$ cat src/rtl/pm1_pkg.sv
// Shared state encoding, width defaults and modular helper for the Pollard p-1 stage-1 sequencer.
package pm1_pkg;

  localparam int DEF_N_W = 100;
  localparam int DEF_E_W = 8;
  localparam int DEF_B_W = 9;

  typedef enum logic [2:0] {
    ST_IDLE,
    ST_CHECK,
    ST_EXP,
    ST_GCD,
    ST_DONE
  } pm1_state_e;

  // x - 1 mod n for a residue x already in [0, n)
  function automatic logic [DEF_N_W-1:0] dec_mod(input logic [DEF_N_W-1:0] x,
                                                 input logic [DEF_N_W-1:0] n);
    return (x == '0) ? n - DEF_N_W'(1) : x - DEF_N_W'(1);
  endfunction

endpackage

$ cat src/rtl/pm1_stage1_sched.sv
// Pollard p-1 stage-1 sequencer: walks a_k = a_(k-1)^k mod n, then checks gcd(a_k - 1, n).
// Define PM1_PERIODIC_GCD_EN to check the GCD after every step and exit early on a factor.
module pm1_stage1_sched
  import pm1_pkg::*;
#(
  parameter int N_W = DEF_N_W,
  parameter int E_W = DEF_E_W,
  parameter int B_W = DEF_B_W
) (
  input  logic           clk,
  input  logic           reset_n,
  input  logic           start,
  input  logic           abort,
  input  logic [N_W-1:0] n,
  input  logic [B_W-1:0] base,
  input  logic [E_W-1:0] bound,
  output logic           exp_req,
  output logic [N_W-1:0] exp_base,
  output logic [E_W-1:0] exp_exponent,
  input  logic           exp_done,
  input  logic [N_W-1:0] exp_result,
  output logic           gcd_req,
  output logic [N_W-1:0] gcd_a,
  output logic [N_W-1:0] gcd_b,
  input  logic           gcd_done,
  input  logic [N_W-1:0] gcd_result,
  output logic           busy,
  output logic           done,
  output logic           found,
  output logic [N_W-1:0] factor,
  output logic [E_W-1:0] iter
);

  pm1_state_e state, state_nxt;

  logic [N_W-1:0] n_q, res_q, factor_q;
  logic [E_W-1:0] bound_q, k_q, iter_q;
  logic           exp_req_q, gcd_req_q, done_q, found_q;
  logic           exp_fire, gcd_fire, last_k, g_hit, run_start;

  // done pulses are only honoured while the matching request is up
  assign exp_fire  = exp_req_q & exp_done;
  assign gcd_fire  = gcd_req_q & gcd_done;
  assign last_k    = (k_q == bound_q);
  assign g_hit     = (gcd_result > N_W'(1)) && (gcd_result < n_q);
  assign run_start = start & ((state == ST_IDLE) || (state == ST_DONE));

`ifdef PM1_PERIODIC_GCD_EN
  logic g_full;
  assign g_full = (gcd_result == n_q);
`endif

  always_ff @(posedge clk or negedge reset_n) begin
    if (!reset_n) state <= ST_IDLE;
    else          state <= state_nxt;
  end

  always_comb begin
    state_nxt = state;
    if (abort) begin
      state_nxt = ST_IDLE;
    end else begin
      case (state)
        ST_IDLE, ST_DONE: if (run_start) state_nxt = ST_CHECK;
        ST_CHECK:         state_nxt = (bound_q < E_W'(2)) ? ST_DONE : ST_EXP;
        ST_EXP: begin
`ifdef PM1_PERIODIC_GCD_EN
          if (exp_fire) state_nxt = ST_GCD;
`else
          if (exp_fire && last_k) state_nxt = ST_GCD;
`endif
        end
        ST_GCD: begin
`ifdef PM1_PERIODIC_GCD_EN
          if (gcd_fire) state_nxt = (g_hit || g_full || last_k) ? ST_DONE : ST_EXP;
`else
          if (gcd_fire) state_nxt = ST_DONE;
`endif
        end
        default: state_nxt = ST_IDLE;
      endcase
    end
  end

  always_ff @(posedge clk or negedge reset_n) begin
    if (!reset_n) begin
      n_q       <= '0;
      res_q     <= '0;
      bound_q   <= '0;
      k_q       <= '0;
      iter_q    <= '0;
      factor_q  <= '0;
      exp_req_q <= 1'b0;
      gcd_req_q <= 1'b0;
      done_q    <= 1'b0;
      found_q   <= 1'b0;
    end else if (abort) begin
      exp_req_q <= 1'b0;
      gcd_req_q <= 1'b0;
      done_q    <= 1'b0;
      found_q   <= 1'b0;
      factor_q  <= '0;
    end else begin
      case (state)
        ST_IDLE, ST_DONE: begin
          if (run_start) begin
            n_q      <= n;
            res_q    <= N_W'(base);
            bound_q  <= bound;
            k_q      <= E_W'(2);
            done_q   <= 1'b0;
            found_q  <= 1'b0;
            factor_q <= '0;
          end
        end
        ST_CHECK: if (bound_q < E_W'(2)) done_q <= 1'b1;
        ST_EXP: begin
          // request drops for one cycle after every completion
          if (exp_fire) begin
            res_q     <= exp_result;
            iter_q    <= k_q;
            exp_req_q <= 1'b0;
`ifndef PM1_PERIODIC_GCD_EN
            if (!last_k) k_q <= k_q + E_W'(1);
`endif
          end else begin
            exp_req_q <= 1'b1;
          end
        end
        ST_GCD: begin
          if (gcd_fire) begin
            gcd_req_q <= 1'b0;
            found_q   <= g_hit;
            factor_q  <= g_hit ? gcd_result : '0;
`ifdef PM1_PERIODIC_GCD_EN
            if (g_hit || g_full || last_k) done_q <= 1'b1;
            else                           k_q    <= k_q + E_W'(1);
`else
            done_q    <= 1'b1;
`endif
          end else begin
            gcd_req_q <= 1'b1;
          end
        end
        default: ;
      endcase
    end
  end

  assign exp_req      = exp_req_q;
  assign exp_base     = res_q;
  assign exp_exponent = k_q;
  assign gcd_req      = gcd_req_q;
  assign gcd_a        = gcd_req_q ? N_W'(dec_mod(DEF_N_W'(res_q), DEF_N_W'(n_q))) : '0;
  assign gcd_b        = gcd_req_q ? n_q : '0;
  assign busy         = (state != ST_IDLE) && (state != ST_DONE);
  assign done         = done_q;
  assign found        = found_q;
  assign factor       = factor_q;
  assign iter         = iter_q;

endmodule

$ cat config.mk
export PLATFORM = sky130hd
export DESIGN_NAME = pm1_stage1_sched
export DESIGN_NICKNAME = d
export VERILOG_FILES = /design/src/rtl/pm1_pkg.sv /design/src/rtl/pm1_stage1_sched.sv
export SDC_FILE = /design/constraint.sdc
export NUM_CORES = 1
export LEC_CHECK = 0
export CAP_MARGIN = 20
export CORE_AREA = 2 2 289 291
export DETAILED_ROUTE_END_ITERATION = 8
export DIE_AREA = 0 0 291 293
export SYNTH_ARGS = -nofsm -noshare
export SYNTH_HDL_FRONTEND = slang
export SYNTH_SLANG_ARGS = --single-unit
$ cat constraint.sdc
create_clock -name clk -period 11.8 [get_ports clk]
set_input_delay 1.18 -clock clk [delete_from_list [all_inputs] [get_ports clk]]
set_output_delay 1.18 -clock clk [all_outputs]
set_load 0.05 [all_outputs]
==> results of run 1 <==
==> power by group <==
group	internal (mW)	switching, mW	total, mW
registers	1.26	0.252	1.52
logic	0.529	1.07	1.60
clock network	0.816	0.590	1.41
total	2.61	1.91	4.52
==> state kept, by name (all words and copies together) (netlist names) <==
signal,count
state,3
done,1
exp_base,100
factor,100
n_q,100
bound_q,8
exp_exponent,8
exp_req,1
found,1
gcd_req,1
iter,8
==> routing by layer <==
metal,share of wire,routed length [um],global-route usage
met5,0.0012,146,0
met4,0.031,3750,0.0839
met3,0.095,11500,0.0795
met1,0.37,45400,0.319
met2,0.50,60600,0.485
==> per-stage QoR <==
| step | util | instances |
|---|---|---|
| detailed placement | 0.351 | 4147 |
| floorplan | - | 2456 |
| finish | 0.370 | 4236 |
| global route | 0.369 | 4233 |
| global placement | 0.351 | 4147 |
| CTS | 0.369 | 4226 |
==> kinds of logic after synthesis <==
| family | after synthesis | share of synthesized area |
|---|---|---|
| xor+xnor | 29 | 0.0125 |
| flops | 331 | 0.409 |
| mux | 44 | 0.0235 |
| fa+ha+maj | 100 | 0.0618 |
| compound gates | 679 | 0.211 |
| simple gates | 1023 | 0.235 |
| buf+inv | 250 | 0.0476 |
==> synthesized netlist by cell type, types with 7 or more instances <==
library cell,number,area [um^2]
nand2_1,369,1390
dfrtp_1,331,8280
nor2_1,282,1060
o21ai_0,255,1280
a21oi_1,148,741
clkbuf_1,127,477
inv_1,109,409
a22o_1,102,893
ha_1,100,1250
nor4_1,83,519
nor3_1,78,390
nand4_1,49,307
nand3_1,46,230
o21a_1,33,248
a21o_1,31,233
mux2_2,24,270
or3_1,20,125
mux2i_1,19,190
xnor2_1,19,166
a211oi_1,14,105
or4_1,13,97.6
and3_1,11,68.8
and2_1,10,62.6
nand2b_1,10,62.6
o31ai_1,10,75.1
or2_2,10,62.6
xor2_1,10,87.6
a31oi_1,9,56.3
buf_1,9,33.8
a2111oi_0,7,61.3
nor2b_1,7,43.8
o22ai_1,7,43.8
==> worst max path at each step <==
| stage | start | endpoint | slack (ps) | cells after the start |
|---|---|---|---|---|
| finish | exp_base[70] | gcd_a[94] | 3470 | 11 |
| global route | exp_base[70] | gcd_a[84] | 3240 | 11 |
| CTS | exp_base[70] | gcd_a[84] | 3610 | 11 |
| detailed placement | exp_base[70] | gcd_a[84] | 4260 | 11 |
| global placement | exp_base[70] | gcd_a[84] | 4420 | 11 |
| floorplan | exp_base[89] | gcd_a[76] | 5680 | 11 |
==> cell type report <==
class | count | area (um^2) | share of cell area
clock inverters | 21 | 251 | 0.00831
clock buffers | 58 | 1210 | 0.0401
inverters | 109 | 414 | 0.0137
repair buffers | 765 | 7660 | 0.253
multi-input cells | 1875 | 11100 | 0.366
well taps | 1070 | 1340 | 0.0443
diodes | 7 | 17.5 | 0.000579
flip-flops and latches | 331 | 8280 | 0.274
==> results.py, run 1 <==
metrics = {
    "die": {
        "core_area_um2": 81800,
        "initial_core_util": 0.247,
        "dieArea_um2": 85300,
        "die_w_um": 291,
        "io-pin-count": 744,
        "dieHeight_um": 293,
        "num_rows": 105,
    },
    "yosys": {
        "syn_nets": 2879,
        "synth-async-reset-ratio": 1.00,
        "yosysSeqAreaShare": 0.409,
        "synth_edf_count": 0,
        "synthCells": 2456,
        "syn_area_um2": 20300,
        "synth-seq-cells": 331,
        "yosysWarnings": 0,
        "syn_avg_cell_area_um2": 8.25,
        "ys.flop_type": "dfrtp_1",
        "synthDistinctLibCells": 74,
    },
    "cells_and_area": {
        "num-fill-cells": 8563,
        "layout-drive-gt1-share": 0.0481,
        "mostFrequentLayoutCell": "clkdlybuf4s50_1",
        "syn_to_final_growth_pct": 49.3,
        "final_net_count": 3549,
        "final_area_um2": 30200,
        "layout_common_cells": "clkdlybuf4s50_1 (742), nand2_1 (369), dfrtp_1 (330)",
    },
    "cts": {
        "cts_tree": "done",
        "cts_setup_buffers": 0,
        "cts_max_path_buffers": 3,
        "postCtsResizedCells": 0,
        "clock_latency_ps": 590,
        "numCtsBuffers": 44,
        "cts.reportedPaths.clkPinSlew_ps": 60,
        "cts_root_buf": "clkbuf_16",
        "hold_buffers": 0,
        "h-tree-depth": 2,
        "cts_sinks": 331,
    },
    "detailed_routing": {
        "ant_nets": 0,
        "drc": 0,
        "vias": 22700,
        "vias_per_cell": 5.35,
        "initialDrtViolationCount": 2122,
        "wl_per_cell_um": 28.7,
        "first_pass_iters": 6,
        "drt_wl_total_um": 121000,
    },
    "critical_path": {
        "path_max_fanout": 62,
        "reg2reg_depth": 12,
        "cp_slowest_cell": "nor4_1",
        "r2r-end": "factor[12]",
        "rr_startpoint": "n_q[47]",
        "path_cells": "nor4_1, nand4_1, nor4_2, nand3_4, buf_4, or4_1, a211oi_1, o2111ai_1, nor4_1, o2bb2ai_1, clkdlybuf4s50_1",
        "critPathArrivalTime_ps": 7150,
        "end_kind": "output pin",
        "slowest_delay_ps": 890,
        "cp.required_ps": 10620,
        "reg2reg_slack_ps": 7530,
        "critical-path-top-delay-family": "simple AND/OR/NAND/NOR gates",
        "crit_type": "register to output pin",
        "cp-start-kind": "register",
        "path_buf_inv": 2,
        "critPathMostFrequentCell": "nor4_1",
    },
    "power": {
        "p_leak_nw": 12.2,
        "power_density_nw_per_um2": 150,
        "peakVddDrop_mv": 0.0949,
        "power.total_mw": 4.52,
    },
    "timing": {
        "fmax_mhz": 120,
        "setup_ws_ps": 3470,
        "setup_viol": 0,
        "hold_ws_ps": 477,
        "tightest_slew_ps": 1080,
        "rsz0062_at_grt": "false",
        "finClkSkew_ps": 17.8,
        "report.final.slew_viol_count": 0,
        "finalHoldViolCount": 0,
        "slew_headroom": 0.270,
        "tns_ps": 0,
        "min_period_over_period": 0.706,
        "min_period_ps": 8330,
    },
    "run_status": {
        "outcome": "completed",
    },
    "place": {
        "io_buffers": 743,
        "place_area_um2": 28700,
        "pre_cts_slack_ps": 4260,
        "place_hpwl_um": 96300,
        "place_congestion": 0.984,
    },
    "global_route": {
        "antenna_found_initial": 17,
        "grt_usage": 0.274,
        "first_global_vias": 22200,
        "grt_max_degree": 201,
        "grt_remaining_overflow": 0,
        "grt_pass1_wl_um": 169000,
    },
    "hold_path": {
        "min_from": "found",
        "holdPathStages": 1,
        "min_to": "found",
        "min_path_type": "register to register",
    },
    "run": {
        "drv_cap": 0,
    },
}
(Power assumes the default switching activity.)
==> inputs of run 2 (changes only) <==
==> constraint.sdc (replaced) <==
create_clock -name clk -period 7.84 [get_ports clk]
set_input_delay 0.784 -clock clk [delete_from_list [all_inputs] [get_ports clk]]
set_output_delay 0.784 -clock clk [all_outputs]
set_load 0.05 [all_outputs]
==> results.py, run 2 (synthesized netlist as in run 1, its figures left out) <==
metrics = {
    "critical_path": {
        "path_max_fanout": 40,
        "rr_startpoint": "n_q[47]",
        "reg2reg_slack_ps": 3310,
        "end_kind": "output pin",
        "r2r-end": "factor[3]",
        "critPathArrivalTime_ps": 6420,
        "crit_type": "register to output pin",
        "reg2reg_depth": 12,
        "cp.required_ps": 7060,
        "cp-start-kind": "register",
    },
    "cells_and_area": {
        "num-fill-cells": 8496,
        "final_net_count": 3559,
        "layout-drive-gt1-share": 0.0521,
        "layout_common_cells": "clkdlybuf4s50_1 (736), nand2_1 (369), dfrtp_1 (330)",
        "post-route-util": 0.370,
        "mostFrequentLayoutCell": "clkdlybuf4s50_1",
        "syn_to_final_growth_pct": 49.5,
    },
    "global_route": {
        "grt_max_degree": 216,
        "grt_pass1_wl_um": 168000,
        "antenna_found_initial": 22,
        "first_global_vias": 22100,
        "grt_usage": 0.272,
        "grt_remaining_overflow": 0,
    },
    "run_status": {
        "outcome": "completed",
    },
    "cts": {
        "cts_tree": "done",
        "cts_sinks": 331,
        "clock_latency_ps": 610,
        "postCtsResizedCells": 0,
        "numCtsBuffers": 44,
        "hold_buffers": 0,
        "cts_setup_buffers": 0,
        "cts_root_buf": "clkbuf_16",
        "h-tree-depth": 2,
        "cts_max_path_buffers": 3,
        "cts.reportedPaths.clkPinSlew_ps": 60,
    },
    "detailed_routing": {
        "vias": 22300,
        "drt_wl_total_um": 120000,
        "initialDrtViolationCount": 2079,
        "wl_per_cell_um": 28.2,
        "drc": 0,
        "ant_nets": 0,
        "vias_per_cell": 5.25,
        "first_pass_iters": 5,
    },
    "timing": {
        "rsz0062_at_grt": "false",
        "tightest_slew_ps": 1200,
        "finClkSkew_ps": 33.2,
        "min_period_over_period": 0.918,
        "report.final.slew_viol_count": 0,
        "slew_headroom": 0.190,
        "tns_ps": 0,
        "fmax_mhz": 139,
        "finalHoldViolCount": 0,
        "min_period_ps": 7200,
        "setup_viol": 0,
    },
    "die": {
        "num_rows": 105,
        "core_area_um2": 81800,
        "dieArea_um2": 85300,
        "io-pin-count": 744,
        "dieHeight_um": 293,
        "initial_core_util": 0.247,
        "die_w_um": 291,
    },
    "place": {
        "io_buffers": 743,
        "place_congestion": 0.942,
        "place_hpwl_um": 94600,
    },
    "power": {
        "p_leak_nw": 12.3,
        "peakVddDrop_mv": 0.146,
        "power_density_nw_per_um2": 223,
    },
    "run": {
        "drv_cap": 0,
    },
    "hold_path": {
        "min_path_type": "input port to async pin",
    },
}
run 2: cell types whose count changed in the layout (fill, tap and decap cells not counted), moves of 2 or more:
cell / before / now
buf_4: 16 / 33
bufinv_16: 4 / 1
clkbuf_1: 8 / 10
clkbuf_8: 6 / 10
clkdlybuf4s50_1: 742 / 736
clkinvlp_4: 5 / 2
run 2: worst max path at each step:
stage / slack (ps) / start / cells after the start / to
after global routing: 310 / exp_base[3] / 10 / gcd_a[84]
after floorplan: 2120 / exp_base[89] / 11 / gcd_a[76]
after detailed placement: 1340 / exp_base[3] / 10 / gcd_a[84]
final: 640 / exp_base[3] / 10 / gcd_a[84]
after CTS: 710 / exp_base[3] / 10 / gcd_a[84]
after global placement: 1460 / exp_base[3] / 10 / gcd_a[84]
run 2: metal layers:
metal  part of all wire  up-vias  global-route usage
met4              0.030       22              0.0814
met1               0.38    10800               0.320
met3              0.087      181              0.0715
li1                   -    10200                   -
met2               0.50     1092               0.482
met5             0.0012        -                   0
run 2: worst max-delay path, stage by stage, from the launching register on:
cell	delay [ps]
dfrtp_1	490
nor4_1	760
nand4_1	530
nor4_4	360
nand3_4	490
mux2_2	580
or3b_1	590
or3b_1	680
nor2b_1	320
o21a_1	190
clkdlybuf4s50_1	810
run 2: through the flow:
step / hold slack [ps] / power, mW / area [um^2] / instances / setup WS, ps
6_report: 117 / 6.74 / 30300 / 4246 / 641
5_1_grt: 165 / 7.07 / 30300 / 4243 / 306
4_1_cts: 131 / 6.78 / 30200 / 4237 / 709
3_5_place_dp: 466 / 4.70 / 28800 / 4159 / 1340
3_3_place_gp: 462 / 4.71 / 28800 / 4158 / 1460
2_1_floorplan: 488 / 3.48 / 20300 / 2456 / 2120
run 2: report_power, final:
group	internal [mW]	total (mW)	switching, mW
Clock	1.18	2.05	0.873
Combinational	0.810	2.39	1.58
Sequential	1.90	2.30	0.398
run 2: layout make-up:
class / instances / area [um^2] / area share
clock inverter: 13 / 131 / 0.00434
clock buffer: 65 / 1300 / 0.0430
antenna: 8 / 20.0 / 0.000661
inverter: 109 / 414 / 0.0137
timing repair buffer: 775 / 7720 / 0.255
sequential: 331 / 8280 / 0.274
tap: 1070 / 1340 / 0.0442
multi-input combinational: 1875 / 11100 / 0.366
